<file path="src/rtl/storage_averager.sv">
// Averages each point across the 10 stored frames and streams one
// 12-bit average per point over a valid/ready handshake.
module storage_averager #(
    parameter int unsigned POINTS = 10,
    parameter int unsigned FRAMES = 10
) (
    input  logic                         clk,
    input  logic                         rst,
    input  logic [12*POINTS*FRAMES-1:0]  storage,
    input  logic                         save_stb,
    input  logic                         start,
    input  logic                         out_ready,
    output logic                         out_valid,
    output logic [11:0]                  out_data,
    output logic [10:0]                  out_point,
    output logic                         busy,
    output logic                         done,
    output logic [3:0]                   frames
);

    typedef enum logic [2:0] {StIdle, StAccum, StDiv, StOut, StDone} state_t;

    state_t                        state_q, state_d;
    logic [3:0]                    frames_q, frames_d;
    logic [12*POINTS*FRAMES-1:0]   snap_q, snap_d;
    logic [15:0]                   acc_q, acc_d;
    logic [10:0]                   p_q, p_d;
    logic [3:0]                    k_q, k_d;
    logic                          out_valid_q, out_valid_d;
    logic [11:0]                   out_data_q, out_data_d;
    logic [10:0]                   out_point_q, out_point_d;

    logic [31:0] sel_idx;
    logic [11:0] sample;
    logic [11:0] quot;
    logic        start_ok;

    assign sel_idx  = 32'(k_q) * POINTS + 32'(p_q);
    assign sample   = 12'(snap_q >> (12 * sel_idx));
    // Reciprocal multiply: exact floor(acc/10) for every acc up to 10*4095.
    assign quot     = 12'((32'(acc_q) * 32'd52429) >> 19);
    assign start_ok = (state_q == StIdle) && start && (frames_q == 4'(FRAMES));

    always_comb begin
        state_d     = state_q;
        frames_d    = frames_q;
        snap_d      = snap_q;
        acc_d       = acc_q;
        p_d         = p_q;
        k_d         = k_q;
        out_valid_d = out_valid_q;
        out_data_d  = out_data_q;
        out_point_d = out_point_q;

        if (save_stb && (frames_q != 4'(FRAMES))) begin
            frames_d = frames_q + 4'd1;
        end

        unique case (state_q)
            StIdle: begin
                if (start_ok) begin
                    snap_d  = storage;
                    p_d     = '0;
                    k_d     = '0;
                    acc_d   = '0;
                    state_d = StAccum;
                end
            end
            StAccum: begin
                acc_d = acc_q + 16'(sample);
                if (k_q == 4'(FRAMES - 1)) begin
                    state_d = StDiv;
                end else begin
                    k_d = k_q + 4'd1;
                end
            end
            StDiv: begin
                out_data_d  = quot;
                out_point_d = p_q;
                out_valid_d = 1'b1;
                state_d     = StOut;
            end
            StOut: begin
                if (out_ready) begin
                    out_valid_d = 1'b0;
                    if (p_q == 11'(POINTS - 1)) begin
                        state_d = StDone;
                    end else begin
                        p_d     = p_q + 11'd1;
                        k_d     = '0;
                        acc_d   = '0;
                        state_d = StAccum;
                    end
                end
            end
            StDone: begin
                state_d = StIdle;
            end
            default: begin
                state_d = StIdle;
            end
        endcase
    end

    always_ff @(posedge clk or posedge rst) begin
        if (rst) begin
            state_q     <= StIdle;
            frames_q    <= '0;
            snap_q      <= '0;
            acc_q       <= '0;
            p_q         <= '0;
            k_q         <= '0;
            out_valid_q <= 1'b0;
            out_data_q  <= '0;
            out_point_q <= '0;
        end else begin
            state_q     <= state_d;
            frames_q    <= frames_d;
            snap_q      <= snap_d;
            acc_q       <= acc_d;
            p_q         <= p_d;
            k_q         <= k_d;
            out_valid_q <= out_valid_d;
            out_data_q  <= out_data_d;
            out_point_q <= out_point_d;
        end
    end

    assign out_valid = out_valid_q;
    assign out_data  = out_data_q;
    assign out_point = out_point_q;
    assign busy      = (state_q != StIdle);
    assign done      = (state_q == StDone);
    assign frames    = frames_q;

endmodule

</file>
<file path="config.mk">
export PLATFORM = sky130hd
export DESIGN_NAME = storage_averager
export DESIGN_NICKNAME = d
export VERILOG_FILES = /design/src/rtl/storage_averager.sv
export SDC_FILE = /design/constraint.sdc
export NUM_CORES = 2
export LEC_CHECK = 0
export CELL_PAD_IN_SITES_DETAIL_PLACEMENT = 0
export CELL_PAD_IN_SITES_GLOBAL_PLACEMENT = 1
export CORE_AREA = 10 10 478 480
export CTS_BUF_LIST = sky130_fd_sc_hd__clkbuf_4
export CTS_CLUSTER_SIZE = 25
export DETAILED_ROUTE_END_ITERATION = 10
export DIE_AREA = 0 0 488 490
export GPL_ROUTABILITY_DRIVEN = 0
export PLACE_DENSITY_LB_ADDON = 0.1
export SYNTH_ARGS = -nofsm -noshare
export SYNTH_HDL_FRONTEND = slang
export SYNTH_SLANG_ARGS = --single-unit
</file>
<file path="constraint.sdc">
create_clock -name clk -period 50.3 [get_ports clk]
set_input_delay 10.06 -clock clk [delete_from_list [all_inputs] [get_ports clk]]
set_output_delay 10.06 -clock clk [all_outputs]
set_load 0.005 [all_outputs]
</file>
======== Word level (Yosys, flattened, before mapping) ========
Index checks and enable logic that the tools add are counted.
word-level totals
  memory bits (read-only) ................. 0
  input bits .............................. 1205
  memory bits (writable) .................. 0
  memories kept ........................... 0
  word-level logic and storage cells ...... 65
  bits in latches ......................... 0
  register bits after elaboration ......... 1262
operators by class
  $mul .................................... 3
  shifts and indexed selects .............. 1
  bitwise operators ....................... 0
  mux-type cells .......................... 20
  div/mod/pow operators ................... 0
  reduce and logical (&&, ||, !) cells .... 14
  order comparisons ....................... 0
  $add $sub $neg .......................... 5
  equality and inequality tests ........... 13
operators by type and width
  kind                    number
  $shr 1200x16->12        1
  $mux 16                 3
  $pmux 16 s3             1
  $mux 11                 3
  $mul 16x16->31 const B  1
  $pmux 11 s2             1
  $add 16x12->16          1
  $mux 4                  4
  $mul 2x12->14 const A   1
  $add 8x11->12           1
  $mux 3                  4
  $pmux 3 s4              1
  $pmux 4 s3              1
  $add 11x1->11 const B   1
  $eq 11x4->1 const B     1
  $ne 2x2->1 const B      5
  $add 4x1->4 const B     2
  $eq 4x4->1 const B      2
  $reduce_and 4->1        2
  $mul 4x3->7 const B     1
  $eq 3x2->1 const B      2
  $reduce_bool 3->1       2
  $reduce_and 5->1        1
  $ne 4x4->1 const B      1
  other kinds (9)         13

======== Longest topological paths before layout ========
  depth after elaboration ................. 6
  gate-level depth with buffers ........... 22
  mapped depth without buffers ............ 21

======== Least setup slack after synthesis ========
Ideal clock, no wire load.
  kind .................................... input to register
  from .................................... input port start
  to ...................................... register acc_q[15]
  path slack .............................. 38910 ps
  buffers on the path ..................... 1
  stages .................................. 8
  arrival ................................. 11325 ps
  required time ........................... 50235 ps
  library setup time ...................... 65 ps
  cell sequence ........................... nand4b_1 -> nor2_1 -> or2_2 -> buf_2 -> nor2_2 -> a211oi_2 -> a211o_1 -> nand2_1
between the ends
  word-level cells in the longest chain between the ends .. 4
ends and longest elaborated chain
  item                             RTL line  source
  start: declaration               11        input logic start,
  $logic_and 1x1->1 (2 in series)  42        assign start_ok = (state_q == StIdle) && start && (frames_q == 4'(FRAMES));
  $ne 2x2->1 (no line)             -
  $reduce_and 4->1 (no line)       -
  end signal: assignment           110       acc_q <= '0;
  end signal: assignment           120       acc_q <= acc_d;
  end: declaration                 26        logic [15:0] acc_q, acc_d;
Every way passes these cells.
A chain may end at the register's enable or synchronous reset.

======== Worst setup path after layout ========
  from .................................... input port start
  to ...................................... register snap_q[416]
between the ends
  word-level cells in the longest chain between the ends .. 3
ends and longest elaborated chain
  item                             RTL line  source
  $logic_and 1x1->1 (2 in series)  42
  $reduce_and 2->1 (no line)       -
  end signal: assignment           119       snap_q <= snap_d;
  end: declaration                 25        logic [12*POINTS*FRAMES-1:0] snap_q, snap_d;
Every way passes these cells.

==> flow_summary_export.csv <==
group,metric,value,unit
synthesis,yosysUniqueCellTypes,67,
cells_and_area,finalNetCount,9578,
worst_hold_path,min-delay-start,"snap_q[414]",
power,ir_drop,0.128,mV
routing,postRouteAntennaNets,0,
routing,vias,54000,
sta,worstMarginPinSlew,1330,ps
sta,maxSlewViolCount,0,
power,p_leak,41.4,nW
floorplan,dieArea,239000,um^2
cts,root_buffer,"clkbuf_4",
place,io_buffers,1234,
floorplan,start_util,0.286,
critical_path,cp.required,51570,ps
global_routing,grt_pass1_vias,56900,
critical_path,crit_type,"in -> reg",
cts,clk_latency,1370,ps
global_routing,grt_max_degree,167,
critical_path,critPathLaunch,"start",
critical_path,crit_path_max_fanout,163,
routing,wirelength,297000,um
sta,tns,0,ps
floorplan,io_pins,1235,
sta,period_minus_slack,14520,ps
sta,period_share,0.289,
synthesis,syn_nets,8269,
cts,clkTransAtPathRegs,50,ps
cts,cts_resized,0,
routing,dr.pass1.iters,5,
cells_and_area,syn_to_final_growth,31.0,%
cells_and_area,regArea,31600,um^2
sta,setup_viol,0,
synthesis,avgSynthCellArea,9.18,um^2
sta,fmax,68.8,MHz
cells_and_area,nFillCells,22700,
cts,h-tree-depth,5,
floorplan,std_cell_rows,172,
routing,drt_iter0_drc,3604,
routing,wl_per_cell,26.3,um
synthesis,yosysWarnings,0,
cts,clock_path_buffers,4,
synthesis,synth-seq-cells,1262,
floorplan,die_h,490,um
cells_and_area,multi_input_area,28700,um^2
synthesis,async_flop_share,1.00,
sta,hold_viol_final,0,
run,cap_violations,0,
run_status,status,"completed",
global_routing,antenna_found_initial,116,
sta,finalClockSkew,125,ps
critical_path,rr_startpoint,"k_q[0]",
critical_path,startpoint_type,"input pin",
cells_and_area,drive_above_1_share,0.115,
cts,holdBufCountCts,0,
sta,hold_ws,467,ps
cts,numCtsBuffers,391,
worst_hold_path,hold_path_depth,2,
place,dp.final_hpwl,227000,um
routing,drc_errors,0,
synthesis,synth-main-ff-cell,"dfrtp_1",
sta,rsz0062_at_grt,"no",
synthesis,syn_inst,6824,
sta,maxSlewHeadroom,0.108,
synthesis,synth_edf_count,0,
cts,cts_setup_buffers,0,
synthesis,seq_area_frac_synth,0.504,
global_routing,grt-ovfl-total,0,
floorplan,fp.coreArea,219000,um^2
routing,vias_per_cell,4.79,
synthesis,synth.cell_area,62600,um^2
floorplan,die_w,488,um
critical_path,end_kind,"flip-flop",
cts,clock-sinks,1262,
critical_path,r2r_cells,18,
worst_hold_path,worstHoldPathType,"reg -> reg",
global_routing,grt_usage,0.242,
cts,cts_tree,"built",
power,p_per_area,73.1,nW/um^2
critical_path,cp.arrival,15790,ps
global_routing,grt_pass1_wl,421000,um
## cell usage after synthesis, types with 4 or more instances
cell	number	area, um^2
dfrtp_1	1262	31600
a32oi_1	12	105
nand2_1	3932	14800
o21bai_1	4	30.0
mux4_2	300	6760
a31oi_1	19	119
clkbuf_1	211	792
xnor2_1	20	175
buf_6	10	113
a2111oi_0	25	219
and2_1	24	150
o21ai_0	45	225
nand2b_1	5	31.3
a211oi_1	16	120
inv_1	161	604
xor2_1	17	149
buf_4	25	188
o21a_1	8	60.1
fa_1	84	1680
a21o_1	8	60.1
nand3_1	86	430
nand4_1	21	131
o22ai_1	19	119
or3_1	6	37.5
nor2_1	35	131
ha_1	156	1950
buf_1	8	30.0
o32ai_1	12	105
a221oi_1	6	52.6
and3_1	9	56.3
nor2b_1	16	100
nor3_1	7	35.0
buf_2	148	741
and2_0	4	25.0
nor4_1	15	93.8
a21oi_1	31	155
mux2i_1	13	130
## path summary, 6_finish.rpt
path,slack [ps],endpoint
min in group asynchronous,9230,acc_q[15]
min,470,snap_q[414]
min reg2reg,470,snap_q[414]
max reg2reg,42320,acc_q[14]
max,35780,snap_q[416]
max in group asynchronous,36580,snap_q[645]
## per-layer routing
layer / up-vias / share of wire / global-route usage
li1: 24700 / - / -
met2: 1901 / 0.49 / 0.405
met3: 531 / 0.075 / 0.0705
met5: - / 0.0019 / 0
met4: 84 / 0.032 / 0.0821
met1: 26800 / 0.40 / 0.296
## worst max-delay path, cell delays in order
cell	delay (ps)
clkdlybuf4s50_1	480
nand4b_1	250
nor2_4	180
buf_4	440
buf_12	590
buf_4	650
buf_4	660
buf_4	630
buf_4	660
buf_4	680
nand2_1	130
nand2_1	80
## placed cells by master (no fill, tap or decap), types with 8 or more instances in the layout
cell type        netlist  routed
nand2_1             3932    3932
dfrtp_1             1262    1261
clkdlybuf4s50_1        0    1234
clkbuf_4               0     535
mux4_2               300     300
inv_1                161     160
ha_1                 156     155
nand3_1               86      86
fa_1                  84      84
buf_4                 25      75
clkinv_1               0      65
o21ai_0               45      44
diode_2                0      37
nor2_1                35      33
a21oi_1               31      29
a2111oi_0             25      25
and2_1                24      24
nand4_1               21      21
a31oi_1               19      19
o22ai_1               19      19
xnor2_1               20      19
xor2_1                17      16
nor2b_1               16      16
a211oi_1              16      16
nor4_1                15      15
mux2i_1               13      13
a32oi_1               12      12
o32ai_1               12      12
clkinv_2               0       9
buf_12                 0       9
o21a_1                 8       8
and3_1                 9       8
a21o_1                 8       8
## kinds of logic after synthesis
kind of cell / count (synthesis) / synth area share
DFF: 1262 / 0.504
AOI/OAI and AO/OA: 230 / 0.0252
muxes: 313 / 0.110
adders and majority gates: 240 / 0.0580
buffers and inverters: 563 / 0.0394
and+or+nand+nor: 4179 / 0.258
xor gates and xnor gates: 37 / 0.00518
## sequential cells by signal, indices dropped and copies added (netlist names), 3 cells and up
name and count:
frames 4, p_q 11, out_data 12, acc_q 16, k_q 4, state_q 3
snap_q 1200, out_point 11
## power by group
| group | switching [mW] | total [mW] | leakage, nW | internal, mW |
|---|---|---|---|---|
| Clock | 0.474 | 0.967 | 2.64 | 0.493 |
| Combinational | 2.32 | 3.63 | 21.6 | 1.31 |
| Sequential | 0.159 | 1.41 | 17.2 | 1.25 |
## final cells by class
| cell class | instances | share of cell area |
|---|---|---|
| Tap cell | 2871 | 0.0438 |
| Multi-Input combinational cell | 4999 | 0.349 |
| Clock buffer | 535 | 0.0490 |
| Clock inverter | 82 | 0.00468 |
| Inverter | 161 | 0.00746 |
| Sequential cell | 1262 | 0.385 |
| Antenna cell | 37 | 0.00113 |
| Timing Repair Buffer | 1318 | 0.160 |
## per-stage QoR
step | power (mW) | worst slack [ps] | instance area (um^2) | util | instances
after floorplan | 3.60 | 4680 | 62600 | - | 6824
after global placement | 5.10 | 34350 | 77500 | 0.354 | 10600
after detailed placement | 5.12 | 34240 | 77500 | 0.354 | 10600
after CTS | 6.13 | 35830 | 81900 | 0.374 | 11200
after global routing | 6.49 | 35400 | 82000 | 0.375 | 11200
final | 6.00 | 35780 | 82000 | 0.375 | 11300
(Power assumes the default switching activity.)
